**config.mk**
```make
export PLATFORM = sky130hd
export DESIGN_NAME = pipe_stage_skid
export DESIGN_NICKNAME = d
export VERILOG_FILES = /design/src/rtl/cpu_pkg.sv /design/src/rtl/pipe_entry_reg.sv /design/src/rtl/pipe_stage_skid.sv
export SDC_FILE = /design/constraint.sdc
export NUM_CORES = 1
export LEC_CHECK = 0
export ABC_AREA = 1
export CAP_MARGIN = 10
export CORE_AREA = 2 2 182 130
export DETAILED_ROUTE_END_ITERATION = 8
export DIE_AREA = 0 0 184 132
export GPL_TIMING_DRIVEN = 0
export PLACE_DENSITY_LB_ADDON = 0.15
export SLEW_MARGIN = 40
export SYNTH_ARGS = -nofsm -noshare
export SYNTH_HDL_FRONTEND = slang
export SYNTH_SLANG_ARGS = --single-unit
```
**constraint.sdc**
```tcl
create_clock -name CLK -period 1.7 [get_ports CLK]
set_input_delay 0.34 -clock CLK [delete_from_list [all_inputs] [get_ports CLK]]
set_output_delay 0.34 -clock CLK [all_outputs]
set_load 0.05 [all_outputs]
```
**src/rtl/cpu_pkg.sv**
```systemverilog
// Shared core parameters and occupancy encodings for the pipeline-stage registers.
package cpu_pkg;
  localparam int XLEN_DEF = 32;
  localparam int REGW_DEF = 5;

  typedef enum logic [1:0] {
    OCC_EMPTY = 2'd0,
    OCC_ONE   = 2'd1,
    OCC_TWO   = 2'd2
  } occ_e;
endpackage

```
**src/rtl/pipe_entry_reg.sv**
```systemverilog
// One payload+valid register: load sets valid and captures payload, clear drops valid only.
// Clear has priority over load; payload is left untouched when cleared.
module pipe_entry_reg #(
  parameter int W = 1
) (
  input  logic         clk,
  input  logic         rst_n,
  input  logic         ld,
  input  logic         clr,
  input  logic [W-1:0] d,
  output logic         vld,
  output logic [W-1:0] q
);

  always_ff @(posedge clk or negedge rst_n) begin
    if (!rst_n) begin
      vld <= 1'b0;
      q   <= '0;
    end else if (clr) begin
      vld <= 1'b0;
    end else if (ld) begin
      vld <= 1'b1;
      q   <= d;
    end
  end

endmodule

```
**src/rtl/pipe_stage_skid.sv**
```systemverilog
// Valid/ready pipeline-stage register carrying PC/INST/rd/rd-value, optional 2-entry skid buffer.
// Latency 1 cycle; SKID=1 gives registered A_READY at full throughput, SKID=0 a combinational A_READY.
module pipe_stage_skid
  import cpu_pkg::*;
#(
  parameter int XLEN = cpu_pkg::XLEN_DEF,
  parameter int REGW = cpu_pkg::REGW_DEF,
  parameter int SKID = 1
) (
  input  logic            CLK,
  input  logic            RST,
  input  logic            FLUSH,
  input  logic            A_VALID,
  output logic            A_READY,
  input  logic [XLEN-1:0] A_PC,
  input  logic [XLEN-1:0] A_INST,
  input  logic [REGW-1:0] A_REG_D,
  input  logic [XLEN-1:0] A_REG_D_V,
  output logic            M_VALID,
  input  logic            M_READY,
  output logic [XLEN-1:0] M_PC,
  output logic [XLEN-1:0] M_INST,
  output logic [REGW-1:0] M_REG_D,
  output logic [XLEN-1:0] M_REG_D_V,
  output logic [1:0]      OCC
);

  localparam int EW = 3 * XLEN + REGW;

  logic [EW-1:0] a_dat;
  logic [EW-1:0] head_d;
  logic [EW-1:0] head_dat;
  logic          head_vld;
  logic          head_ld;
  logic          head_clr;
  logic          accept;
  logic          drain;

  assign a_dat   = {A_PC, A_INST, A_REG_D, A_REG_D_V};
  assign accept  = A_VALID & A_READY & ~FLUSH;
  assign drain   = head_vld & M_READY;
  assign M_VALID = head_vld;
  assign {M_PC, M_INST, M_REG_D, M_REG_D_V} = head_dat;

  pipe_entry_reg #(.W(EW)) u_head (
    .clk   (CLK),
    .rst_n (RST),
    .ld    (head_ld),
    .clr   (head_clr),
    .d     (head_d),
    .vld   (head_vld),
    .q     (head_dat)
  );

  if (SKID != 0) begin : g_skid
    logic [EW-1:0] skid_dat;
    logic          skid_vld;
    logic          skid_ld;
    logic          skid_clr;
    logic          head_from_skid;
    logic          a_ready_q;
    occ_e          occ;
    occ_e          occ_nxt;

    pipe_entry_reg #(.W(EW)) u_skid (
      .clk   (CLK),
      .rst_n (RST),
      .ld    (skid_ld),
      .clr   (skid_clr),
      .d     (a_dat),
      .vld   (skid_vld),
      .q     (skid_dat)
    );

    // The two valid flops are the state register; the skid only fills behind a valid head.
    assign occ = skid_vld ? OCC_TWO : (head_vld ? OCC_ONE : OCC_EMPTY);

    always_comb begin
      occ_nxt        = occ;
      head_ld        = 1'b0;
      head_clr       = 1'b0;
      skid_ld        = 1'b0;
      skid_clr       = 1'b0;
      head_from_skid = 1'b0;
      if (FLUSH) begin
        occ_nxt  = OCC_EMPTY;
        head_clr = 1'b1;
        skid_clr = 1'b1;
      end else begin
        case (occ)
          OCC_EMPTY: begin
            if (accept) begin
              head_ld = 1'b1;
              occ_nxt = OCC_ONE;
            end
          end
          OCC_ONE: begin
            if (accept && drain) begin
              head_ld = 1'b1;
            end else if (accept) begin
              skid_ld = 1'b1;
              occ_nxt = OCC_TWO;
            end else if (drain) begin
              head_clr = 1'b1;
              occ_nxt  = OCC_EMPTY;
            end
          end
          OCC_TWO: begin
            if (drain) begin
              head_ld        = 1'b1;
              head_from_skid = 1'b1;
              skid_clr       = 1'b1;
              occ_nxt        = OCC_ONE;
            end
          end
          default: begin
            occ_nxt  = OCC_EMPTY;
            head_clr = 1'b1;
            skid_clr = 1'b1;
          end
        endcase
      end
    end

    always_ff @(posedge CLK or negedge RST) begin
      if (!RST) begin
        a_ready_q <= 1'b1;
      end else begin
        a_ready_q <= (occ_nxt != OCC_TWO);
      end
    end

    assign head_d  = head_from_skid ? skid_dat : a_dat;
    assign A_READY = a_ready_q;
    assign OCC     = occ;
  end else begin : g_noskid
    always_comb begin
      head_ld  = 1'b0;
      head_clr = 1'b0;
      if (FLUSH) begin
        head_clr = 1'b1;
      end else if (accept) begin
        head_ld = 1'b1;
      end else if (drain) begin
        head_clr = 1'b1;
      end
    end

    assign head_d  = a_dat;
    assign A_READY = ~head_vld | M_READY;
    assign OCC     = head_vld ? OCC_ONE : OCC_EMPTY;
  end

endmodule

```
==> impl_metrics.yaml, run 1 <==
status:
  status: "finished clean"
pwr:
  p_leak_nw: 6.90
  max-vdd-ir-drop_mv: 0.728
  pwr_density_cell_nw_per_um2: 1390
  total_power_draw_w: 0.0180
sta:
  fin_crit_ns: 1.65
  finalWorstSetupSlack_ns: 0.0474
  clock_skew_ns: 0.0182
  final_hold_viol_count: 0
  timing.final.crit_share: 0.972
  setup_repair_after_global_routing_missed_its_margin: "true"
  tightest_slew_ns: 0.498
  final_max_slew_viol_count: 0
  report.final.setup_viol: 0
  slew_headroom: 0.668
  hold-worst-slack_ns: 0.300
  max_freq_ghz: 0.605
global_routing:
  number_of_antenna_violations_at_the_first_check_in_global_routing: 1
  vias_in_the_first_global_route: 7948
  track_usage: 0.220
  globalRoute.totalOverflow: 0
  grt_max_degree: 68
  grt_pass1_wl_mm: 43.1
setup_path:
  crit_path_end_kind: "output port"
  timing.critical_path.cells: "inv_2 > nor2_4 > buf_8"
  critPathBufInv: 2
  endpoint: "OCC[0]"
  cp_top_family: "flip-flops"
  timing.critical_path.from_type: "register"
  crit_type: "register to output port"
  reg2reg_setup_slack_ns: 0.08
  worstReg2RegEnd: "u_head.q[40]"
  cp_max_fanout: 6
  worstReg2RegStart: "A_READY"
  startpoint: "u_head.vld"
  worst-endpoint-arrival_ns: 1.31
  worstPathRequired_ns: 1.36
  crit_cells: 3
  r2r_cells: 8
  timing.critical_path.slowest_stage_cell: "sky130_fd_sc_hd__dfrtp_2"
  critical_path.max_stage_delay_ns: 0.45
final_layout:
  final-instance-count-excl-fill: 1758
  finish.net_count: 1560
  area_growth_syn_to_layout_pct: 37.6
  fillCellCount: 2094
  final_layout_size_suffix_gt1_frac: 0.160
  area.sequential_um2: 5130
  multi_input_area_um2: 3400
  n_antenna_cell: 0
placement:
  placement.setup.worst_slack_ns: -0.598
  count_of_input_and_output_buffers: 210
  place_inst: 1714
  gpl.final_weighted_congestion: 0.816
  dp.final_hpwl_mm: 18.0
route:
  routed_wl_mm: 27.3
  vias: 8424
  drt-wirelength-per-cell_um: 15.5
  met3RoutedLength_mm: 1.44
  maxUsedRoutingLayer: "met5"
  m1WireLength_mm: 13.9
  detail_route.drc_violations: 0
  dr.first_iter.drc_count: 629
  detail_route.vias_per_cell: 4.79
  dr.pass1.iters: 5
  final_antenna_net_count: 0
  met2WireLength_mm: 11.5
worst_hold_path:
  worst_hold_path_type: "input port to asynchronous set/reset pin"
synthesis:
  synth_top_cell_by_area: "sky130_fd_sc_hd__dfrtp_1"
  synth_warnings: 0
  register_bit_count_reported_by_yosys: 205
  netlist.area_leader.share: 0.545
  avgSynthCellArea_um2: 7.72
  netlist_top_cells_area: "sky130_fd_sc_hd__dfrtp_1 55%, sky130_fd_sc_hd__nand2_1 24%, sky130_fd_sc_hd__nand3_1 5.5%"
  synth.yosys.seq_area_share: 0.548
  synth_nets: 1319
  number_of_different_library_cells_in_the_post_synthesis_netlist: 21
  post_synth_instance_area_um2: 9360
  syn-instance-count: 1213
clock_network:
  cts.root.buffer_cell: "sky130_fd_sc_hd__clkbuf_16"
  cts-root-to-sink-buffers: 3
  post-cts-setup-buffers: 0
  worst_setup_hold_path_clk_slew_ns: 0.07
  cts_inserted_buffers: 22
  cts.sinks: 205
  cts_max_level: 1
  insertion_delay_ns: 0.51
  cts_tree: "built"
die:
  top_level_pins: 211
  dieHeight_um: 132
  floorplan.rows: 46
  die_x_um: 184
  floorplan.initialDensity: 0.417
  floorplan_die_area_um2: 24300
  core_area_um2: 22400
flow_run:
  cap_violations: 0
## per-stage QoR
stage,cell area [um2],TNS (ns),util
after floorplan,9370,0,-
after global placement,11800,-1855.00,0.527
after detailed placement,11900,-73.98,0.531
after CTS,12800,-0.00432,0.572
after global routing,12900,-0.417,0.574
final,12900,0,0.574
## power by group
group | internal, W | total [W] | leakage (nW) | switching [W]
registers | 0.00638 | 0.00721 | 2.57 | 0.000828
clock network | 0.00323 | 0.00527 | 0.398 | 0.00204
logic | 0.00176 | 0.00549 | 3.94 | 0.00373
## cell usage after synthesis
| library cell | count |
|---|---|
| sky130_fd_sc_hd__o21ai_0 | 94 |
| sky130_fd_sc_hd__nand4_1 | 1 |
| sky130_fd_sc_hd__o21ai_1 | 8 |
| sky130_fd_sc_hd__o21ai_2 | 1 |
| sky130_fd_sc_hd__nand3_2 | 1 |
| sky130_fd_sc_hd__buf_6 | 12 |
| sky130_fd_sc_hd__nor2_1 | 5 |
| sky130_fd_sc_hd__dfrtp_1 | 204 |
| sky130_fd_sc_hd__nor2_2 | 1 |
| sky130_fd_sc_hd__clkbuf_1 | 21 |
| sky130_fd_sc_hd__clkbuf_2 | 8 |
| sky130_fd_sc_hd__nand2_1 | 609 |
| sky130_fd_sc_hd__nand2_2 | 1 |
| sky130_fd_sc_hd__nor3_1 | 1 |
| sky130_fd_sc_hd__buf_1 | 3 |
| sky130_fd_sc_hd__dfstp_2 | 1 |
| sky130_fd_sc_hd__buf_4 | 9 |
| sky130_fd_sc_hd__buf_2 | 25 |
| sky130_fd_sc_hd__inv_1 | 105 |
| sky130_fd_sc_hd__nand3_1 | 102 |
| sky130_fd_sc_hd__o21bai_1 | 1 |
## worst min path at each step
stage,endpoint,slack (ns),startpoint
floorplan,g_skid.u_skid.q[0],0.04,RST
global placement,u_head.q[71],0.46,u_head.q[71]
detailed placement,u_head.q[88],0.22,RST
CTS,u_head.q[88],0.30,RST
global route,u_head.q[88],0.31,RST
finish,u_head.q[88],0.30,RST
## cells by family after synthesis
group	after synthesis	share of synthesized area
simple gates	721	0.304
flops	205	0.548
buf+inv	183	0.0910
compound gates	104	0.0563
## layout by cell type, fill, tap and decap left out, drive strengths merged
cell type      Yosys  final
nor3               1      1
nand3            103    103
nand4              1      1
clkdlybuf4s50      0    104
clkdlybuf4s15      0     80
dfstp              1      1
buf               49     53
clkinvlp           0      1
nand2            610    610
bufinv             0      3
dlygate4sd3        0      1
clkinv             0      4
clkbuf            29     88
dfrtp            204    204
inv              105    106
o21ai            103    103
o21bai             1      1
nor2               6      6
## repair_timing
item,in CTS,in global routing
hold buffers,1,0
pin swaps,0,0
gates cloned,0,3
resized for setup,323,62
endpoints found under the hold margin,34,0
endpoints found under the setup margin,217,280
## layout make-up
type / instances / share of cell area
plain buffers: 78 / 0.0424
inverters: 105 / 0.0306
multi-input cells: 825 / 0.264
flip-flops and latches: 205 / 0.399
clock inverters: 9 / 0.00981
clock buffers: 31 / 0.0524
well taps: 288 / 0.0280
repair buffers: 217 / 0.175
## state kept, by name, indices dropped and copies added (netlist names)
signal / cells
g_skid.u_skid.q: 101
u_head.vld: 1
A_READY: 1
g_skid.u_skid.vld: 1
u_head.q: 101
## worst reg2reg max path, delay by kind of cell, from the launching register on
family / cells / cell delay [ns]
buffers and inverters: 2 / 0.38
flip-flops: 1 / 0.54
AND/OR/NAND/NOR: 6 / 0.64
## layer usage
metal  global-route usage  vias up
li1                     -     4201
met1                0.344     3973
met2                0.319      217
met3               0.0406       31
met4               0.0409        2
met5                    0        -
Power figures use the tool's default switching activity.
==> run 2: changes to the inputs <==
--- a/config.mk
+++ b/config.mk
@@ -12,6 +12,7 @@
 export DIE_AREA = 0 0 184 132
 export GPL_TIMING_DRIVEN = 0
 export PLACE_DENSITY_LB_ADDON = 0.15
+export REMOVE_ABC_BUFFERS = 1
 export SLEW_MARGIN = 40
 export SYNTH_ARGS = -nofsm -noshare
 export SYNTH_HDL_FRONTEND = slang
==> constraint.sdc (replaced) <==
create_clock -name CLK -period 1.7 [get_ports CLK]
set_input_delay 0.17 -clock CLK [delete_from_list [all_inputs] [get_ports CLK]]
set_output_delay 0.17 -clock CLK [all_outputs]
set_load 0.05 [all_outputs]
==> impl_metrics.yaml, run 2 (synthesized netlist as in run 1, its figures left out) <==
sta:
  setup_repair_after_global_routing_missed_its_margin: "true"
  final_hold_viol_count: 0
  report.final.setup_viol: 19
  tightest_slew_ns: 0.572
  timing.final.crit_share: 1.04
  final_max_slew_viol_count: 0
  finalWorstSetupSlack_ns: -0.0603
  clock_skew_ns: 0.00956
  slew_headroom: 0.620
  max_freq_ghz: 0.568
  fin_crit_ns: 1.76
  hold-worst-slack_ns: 0.0980
final_layout:
  leading_cell_types_in_the_layout_fill_and_taps_excluded: "589 x sky130_fd_sc_hd__nand2_1, 202 x sky130_fd_sc_hd__dfrtp_1, 104 x sky130_fd_sc_hd__inv_1"
  final_util: 0.591
  final_common_cell: "sky130_fd_sc_hd__nand2_1"
  final_layout_size_suffix_gt1_frac: 0.0994
  largestRegisters: "g_skid.u_skid.q: 101 flops, u_head.q: 101 flops"
  area_growth_syn_to_layout_pct: 41.8
  fin_area_um2: 13300
  finish.net_count: 1552
  fillCellCount: 2049
  final-instance-count-excl-fill: 1748
clock_network:
  cts.root.buffer_cell: "sky130_fd_sc_hd__clkbuf_16"
  insertion_delay_ns: 0.50
  cts_inserted_buffers: 22
  cts.sinks: 205
  cts_tree: "built"
  cts-root-to-sink-buffers: 3
  cts_max_level: 1
  worst_setup_hold_path_clk_slew_ns: 0.06
setup_path:
  worstPathRequired_ns: 2.13
  crit_path_end_kind: "register"
  worst-endpoint-arrival_ns: 2.19
  crit_type: "register to register"
  cp_max_fanout: 5
  timing.critical_path.from_type: "register"
global_routing:
  grt_pass1_wl_mm: 44.1
  vias_in_the_first_global_route: 8056
  globalRoute.totalOverflow: 0
  grt_max_degree: 71
  number_of_antenna_violations_at_the_first_check_in_global_routing: 1
  track_usage: 0.225
route:
  routed_wl_mm: 28.3
  dr.pass1.iters: 5
  vias: 8402
  drt-wirelength-per-cell_um: 16.2
  detail_route.drc_violations: 0
  final_antenna_net_count: 0
  dr.first_iter.drc_count: 531
  detail_route.vias_per_cell: 4.81
die:
  floorplan_die_area_um2: 24300
  dieHeight_um: 132
  top_level_pins: 211
  floorplan.initialDensity: 0.417
  die_x_um: 184
  floorplan.rows: 46
  core_area_um2: 22400
pwr:
  pwr_density_cell_nw_per_um2: 1310
  p_leak_nw: 7.30
  max-vdd-ir-drop_mv: 0.787
placement:
  dp.final_hpwl_mm: 16.1
  placement.setup.worst_slack_ns: -1.07
  gpl.final_weighted_congestion: 0.760
  count_of_input_and_output_buffers: 210
  postPlaceCellArea_um2: 11900
  place_inst: 1663
status:
  status: "complete, but fails checks"
  failed_checks: "negative setup slack"
flow_run:
  cap_violations: 0
worst_hold_path:
  worst_hold_path_type: "input port to asynchronous set/reset pin"
run 2: cell count changes in the layout (fill, tap and decap cells not counted), moves of 14 or more:
| cell | before | now |
|---|---|---|
| sky130_fd_sc_hd__nand2_2 | 2 | 16 |
| sky130_fd_sc_hd__dlygate4sd2_1 | 0 | 101 |
| sky130_fd_sc_hd__nand2_1 | 608 | 589 |
| sky130_fd_sc_hd__clkdlybuf4s15_2 | 80 | 2 |
| sky130_fd_sc_hd__buf_4 | 4 | 27 |
| sky130_fd_sc_hd__o21ai_1 | 11 | 25 |
| sky130_fd_sc_hd__buf_2 | 22 | 1 |
| sky130_fd_sc_hd__o21ai_0 | 91 | 77 |
| sky130_fd_sc_hd__clkbuf_2 | 42 | 1 |
run 2: stage by stage:
step,setup TNS (ns),power (W)
2_1_floorplan,-572.01,0.0107
3_3_place_gp,-2908.40,0.0128
3_5_place_dp,-115.52,0.0130
4_1_cts,-0.174,0.0174
5_1_grt,-2.58,0.0183
6_report,-0.561,0.0174
run 2: final timing paths:
kind	start	endpoint	slack, ns	cells past startpoint
setup / recovery	A_READY	u_head.q[7]	-0.06	11
hold / removal	RST	u_head.q[77]	0.1	2
setup reg to reg	A_READY	u_head.q[7]	-0.06	11
hold reg to reg	u_head.q[40]	u_head.q[40]	0.47	2
max in group asynchronous	RST	u_head.q[40]	0.64	4
min in group CLK	A_PC[10]	g_skid.u_skid.q[79]	0.24	3
run 2: critical path: stages, from the launching register on:
cell	delay [ns]
sky130_fd_sc_hd__dfstp_2	0.55
sky130_fd_sc_hd__nand2_4	0.06
sky130_fd_sc_hd__nor2_4	0.11
sky130_fd_sc_hd__buf_6	0.12
sky130_fd_sc_hd__nor2_4	0.04
sky130_fd_sc_hd__nor2_4	0.18
sky130_fd_sc_hd__clkbuf_16	0.17
sky130_fd_sc_hd__buf_16	0.11
sky130_fd_sc_hd__buf_12	0.12
sky130_fd_sc_hd__buf_16	0.12
sky130_fd_sc_hd__nand2_1	0.06
sky130_fd_sc_hd__nand2_1	0.05
run 2: repair_timing:
action	CTS	global route
hold buffers	1	0
gates cloned	9	7
pin swaps	9	23
resized for setup	136	54
endpoints found under the setup margin	253	132
hold endpoints to repair	74	0
setup buffers	20	15
run 2: per-layer routing:
metal	global-route usage	vias to the layer above	routed length, um
met2	0.354	243	12600
met1	0.321	3931	13400
met5	0	-	13
met4	0.0382	2	371
met3	0.0547	33	1870
li1	-	4193	-
run 2: area by class of cell:
cell class / count / area, um2 / area share
diodes: 1 / 2.50 / 0.000189
clock buffers: 35 / 671 / 0.0505
clock inverters: 2 / 10.0 / 0.000754
inverters: 105 / 420 / 0.0317
multi-input cells: 827 / 3540 / 0.267
flip-flops and latches: 205 / 5130 / 0.387
well taps: 288 / 360 / 0.0271
repair buffers: 283 / 3120 / 0.235
repair inverters: 2 / 17.5 / 0.00132
run 2: where the power goes:
group | switching (W) | leakage [nW] | internal (W)
clock network | 0.00197 | 0.335 | 0.00268
logic | 0.00379 | 4.39 | 0.00172
registers | 0.000808 | 2.57 | 0.00638
total | 0.00656 | 7.30 | 0.0108
==> run 3: changes to the inputs <==
--- a/config.mk
+++ b/config.mk
@@ -7,9 +7,9 @@
 export LEC_CHECK = 0
 export ABC_AREA = 1
 export CAP_MARGIN = 10
-export CORE_AREA = 2 2 182 130
+export CORE_AREA = 2 2 178 128
 export DETAILED_ROUTE_END_ITERATION = 8
-export DIE_AREA = 0 0 184 132
+export DIE_AREA = 0 0 180 130
 export GPL_TIMING_DRIVEN = 0
 export PLACE_DENSITY_LB_ADDON = 0.15
 export REMOVE_ABC_BUFFERS = 1
==> constraint.sdc (replaced) <==
create_clock -name CLK -period 1.8 [get_ports CLK]
set_input_delay 0.18 -clock CLK [delete_from_list [all_inputs] [get_ports CLK]]
set_output_delay 0.18 -clock CLK [all_outputs]
set_load 0.05 [all_outputs]
==> impl_metrics.yaml, run 3 (synthesized netlist as in run 1, its figures left out) <==
route:
  dr.first_iter.drc_count: 474
  detail_route.vias_per_cell: 4.74
  dr.pass1.iters: 7
  routed_wl_mm: 25.5
  vias: 8142
  final_antenna_net_count: 0
  detail_route.drc_violations: 0
  drt-wirelength-per-cell_um: 14.8
setup_path:
  cpMostUsedCell: "sky130_fd_sc_hd__buf_4"
  worst-endpoint-arrival_ns: 1.58
  crit_path_end_kind: "output port"
  timing.critical_path.cells: "buf_4 > nor2_4 > buf_4"
  crit_type: "register to output port"
  critical_path.max_stage_delay_ns: 0.45
  worstPathRequired_ns: 1.62
  cp_max_fanout: 4
  timing.critical_path.from_type: "register"
  timing.critical_path.slowest_stage_cell: "sky130_fd_sc_hd__dfrtp_2"
clock_network:
  cts_inserted_buffers: 22
  insertion_delay_ns: 0.50
  cts_tree: "built"
  worst_setup_hold_path_clk_slew_ns: 0.06
  cts.sinks: 205
  cts-root-to-sink-buffers: 3
  cts_max_level: 1
  cts.root.buffer_cell: "sky130_fd_sc_hd__clkbuf_16"
placement:
  postPlaceCellArea_um2: 12000
  count_of_input_and_output_buffers: 210
  dp.final_hpwl_mm: 15.9
  gpl.final_weighted_congestion: 0.735
sta:
  final_hold_viol_count: 0
  final_max_slew_viol_count: 0
  timing.final.crit_share: 0.979
  report.final.setup_viol: 0
  fin_crit_ns: 1.76
  max_freq_ghz: 0.568
  hold-worst-slack_ns: 0.0890
  slew_headroom: 0.624
  tightest_slew_ns: 0.566
  clock_skew_ns: 0.00776
die:
  dieHeight_um: 130
  floorplan.rows: 46
  die_x_um: 180
  top_level_pins: 211
  floorplan.initialDensity: 0.427
  floorplan_die_area_um2: 23400
  core_area_um2: 21900
global_routing:
  track_usage: 0.219
  grt_pass1_wl_mm: 41.6
  grt_max_degree: 71
  number_of_antenna_violations_at_the_first_check_in_global_routing: 1
  vias_in_the_first_global_route: 7850
  globalRoute.totalOverflow: 0
pwr:
  max-vdd-ir-drop_mv: 0.688
  p_leak_nw: 7.03
  pwr_density_cell_nw_per_um2: 1250
worst_hold_path:
  worst_hold_path_type: "input port to asynchronous set/reset pin"
final_layout:
  final_layout_size_suffix_gt1_frac: 0.0665
  largestRegisters: "g_skid.u_skid.q: 101 flops, u_head.q: 101 flops"
  area_growth_syn_to_layout_pct: 36.6
  fin_area_um2: 12800
  final_common_cell: "sky130_fd_sc_hd__nand2_1"
  finish.net_count: 1526
  n_antenna_cell: 0
  leading_cell_types_in_the_layout_fill_and_taps_excluded: "608 x sky130_fd_sc_hd__nand2_1, 202 x sky130_fd_sc_hd__dfrtp_1, 104 x sky130_fd_sc_hd__inv_1"
status:
  status: "finished clean"
flow_run:
  cap_violations: 0
==> run 3: final timing paths <==
path | startpoint | slack, ns | depth (start not counted) | end
max | g_skid.u_skid.vld | 0.04 | 3 | OCC[0]
min | RST | 0.09 | 2 | u_head.q[38]
max reg2reg | g_skid.u_skid.vld | 0.06 | 7 | g_skid.u_skid.q[22]
min reg2reg | u_head.q[100] | 0.47 | 2 | u_head.q[100]
max in group asynchronous | RST | 0.78 | 4 | u_head.q[0]
min in group CLK | FLUSH | 0.16 | 2 | g_skid.u_skid.vld
==> run 3: final cells by class <==
cell class | count | area [um2]
timing repair inverter | 1 | 8.76
tap | 288 | 360
timing repair buffer | 258 | 2740
multi-input combinational | 827 | 3470
sequential | 205 | 5130
inverter | 105 | 420
clock buffer | 32 | 649
fill | 1990 | 9150
==> run 3: stage by stage <==
step	TNS [ns]	util	cells	worst slack, ns	power (W)
2_1_floorplan	-552.73	-	1135	-3.39	0.0101
5_1_grt	-0.138	0.583	1716	-0.0190	0.0169
4_1_cts	0	0.579	1709	0.0110	0.0162
3_3_place_gp	-2845.22	0.518	1633	-8.55	0.0121
6_report	0	0.583	1716	0.0379	0.0160
3_5_place_dp	-102.52	0.548	1665	-1.03	0.0122
==> run 3: power breakdown <==
group | switching (W) | internal, W
clock | 0.00178 | 0.00246
combinational | 0.00350 | 0.00153
sequential | 0.000744 | 0.00602
total | 0.00602 | 0.0100
==> run 3: critical path: cells and delay by family (launching register included) <==
family / cells / cell delay [ns]
simple gates: 1 / 0.22
flops: 1 / 0.45
buf+inv: 2 / 0.41
==> run 3: repair_timing <==
action	4_1_cts	5_1_grt
pin swaps	6	4
gates resized for setup	122	9
setup endpoints to repair	264	49
endpoints found under the hold margin	72	0
cloned	3	0
buffers inserted	8	7
hold buffers	1	0
==> run 3: metal layers <==
layer | global-route usage | vias to the layer above | wire (um)
li1 | - | 4130 | -
met1 | 0.314 | 3747 | 12400
met2 | 0.343 | 233 | 10900
met3 | 0.0530 | 32 | 1720
met4 | 0.0421 | 0 | 435
met5 | 0 | - | 0
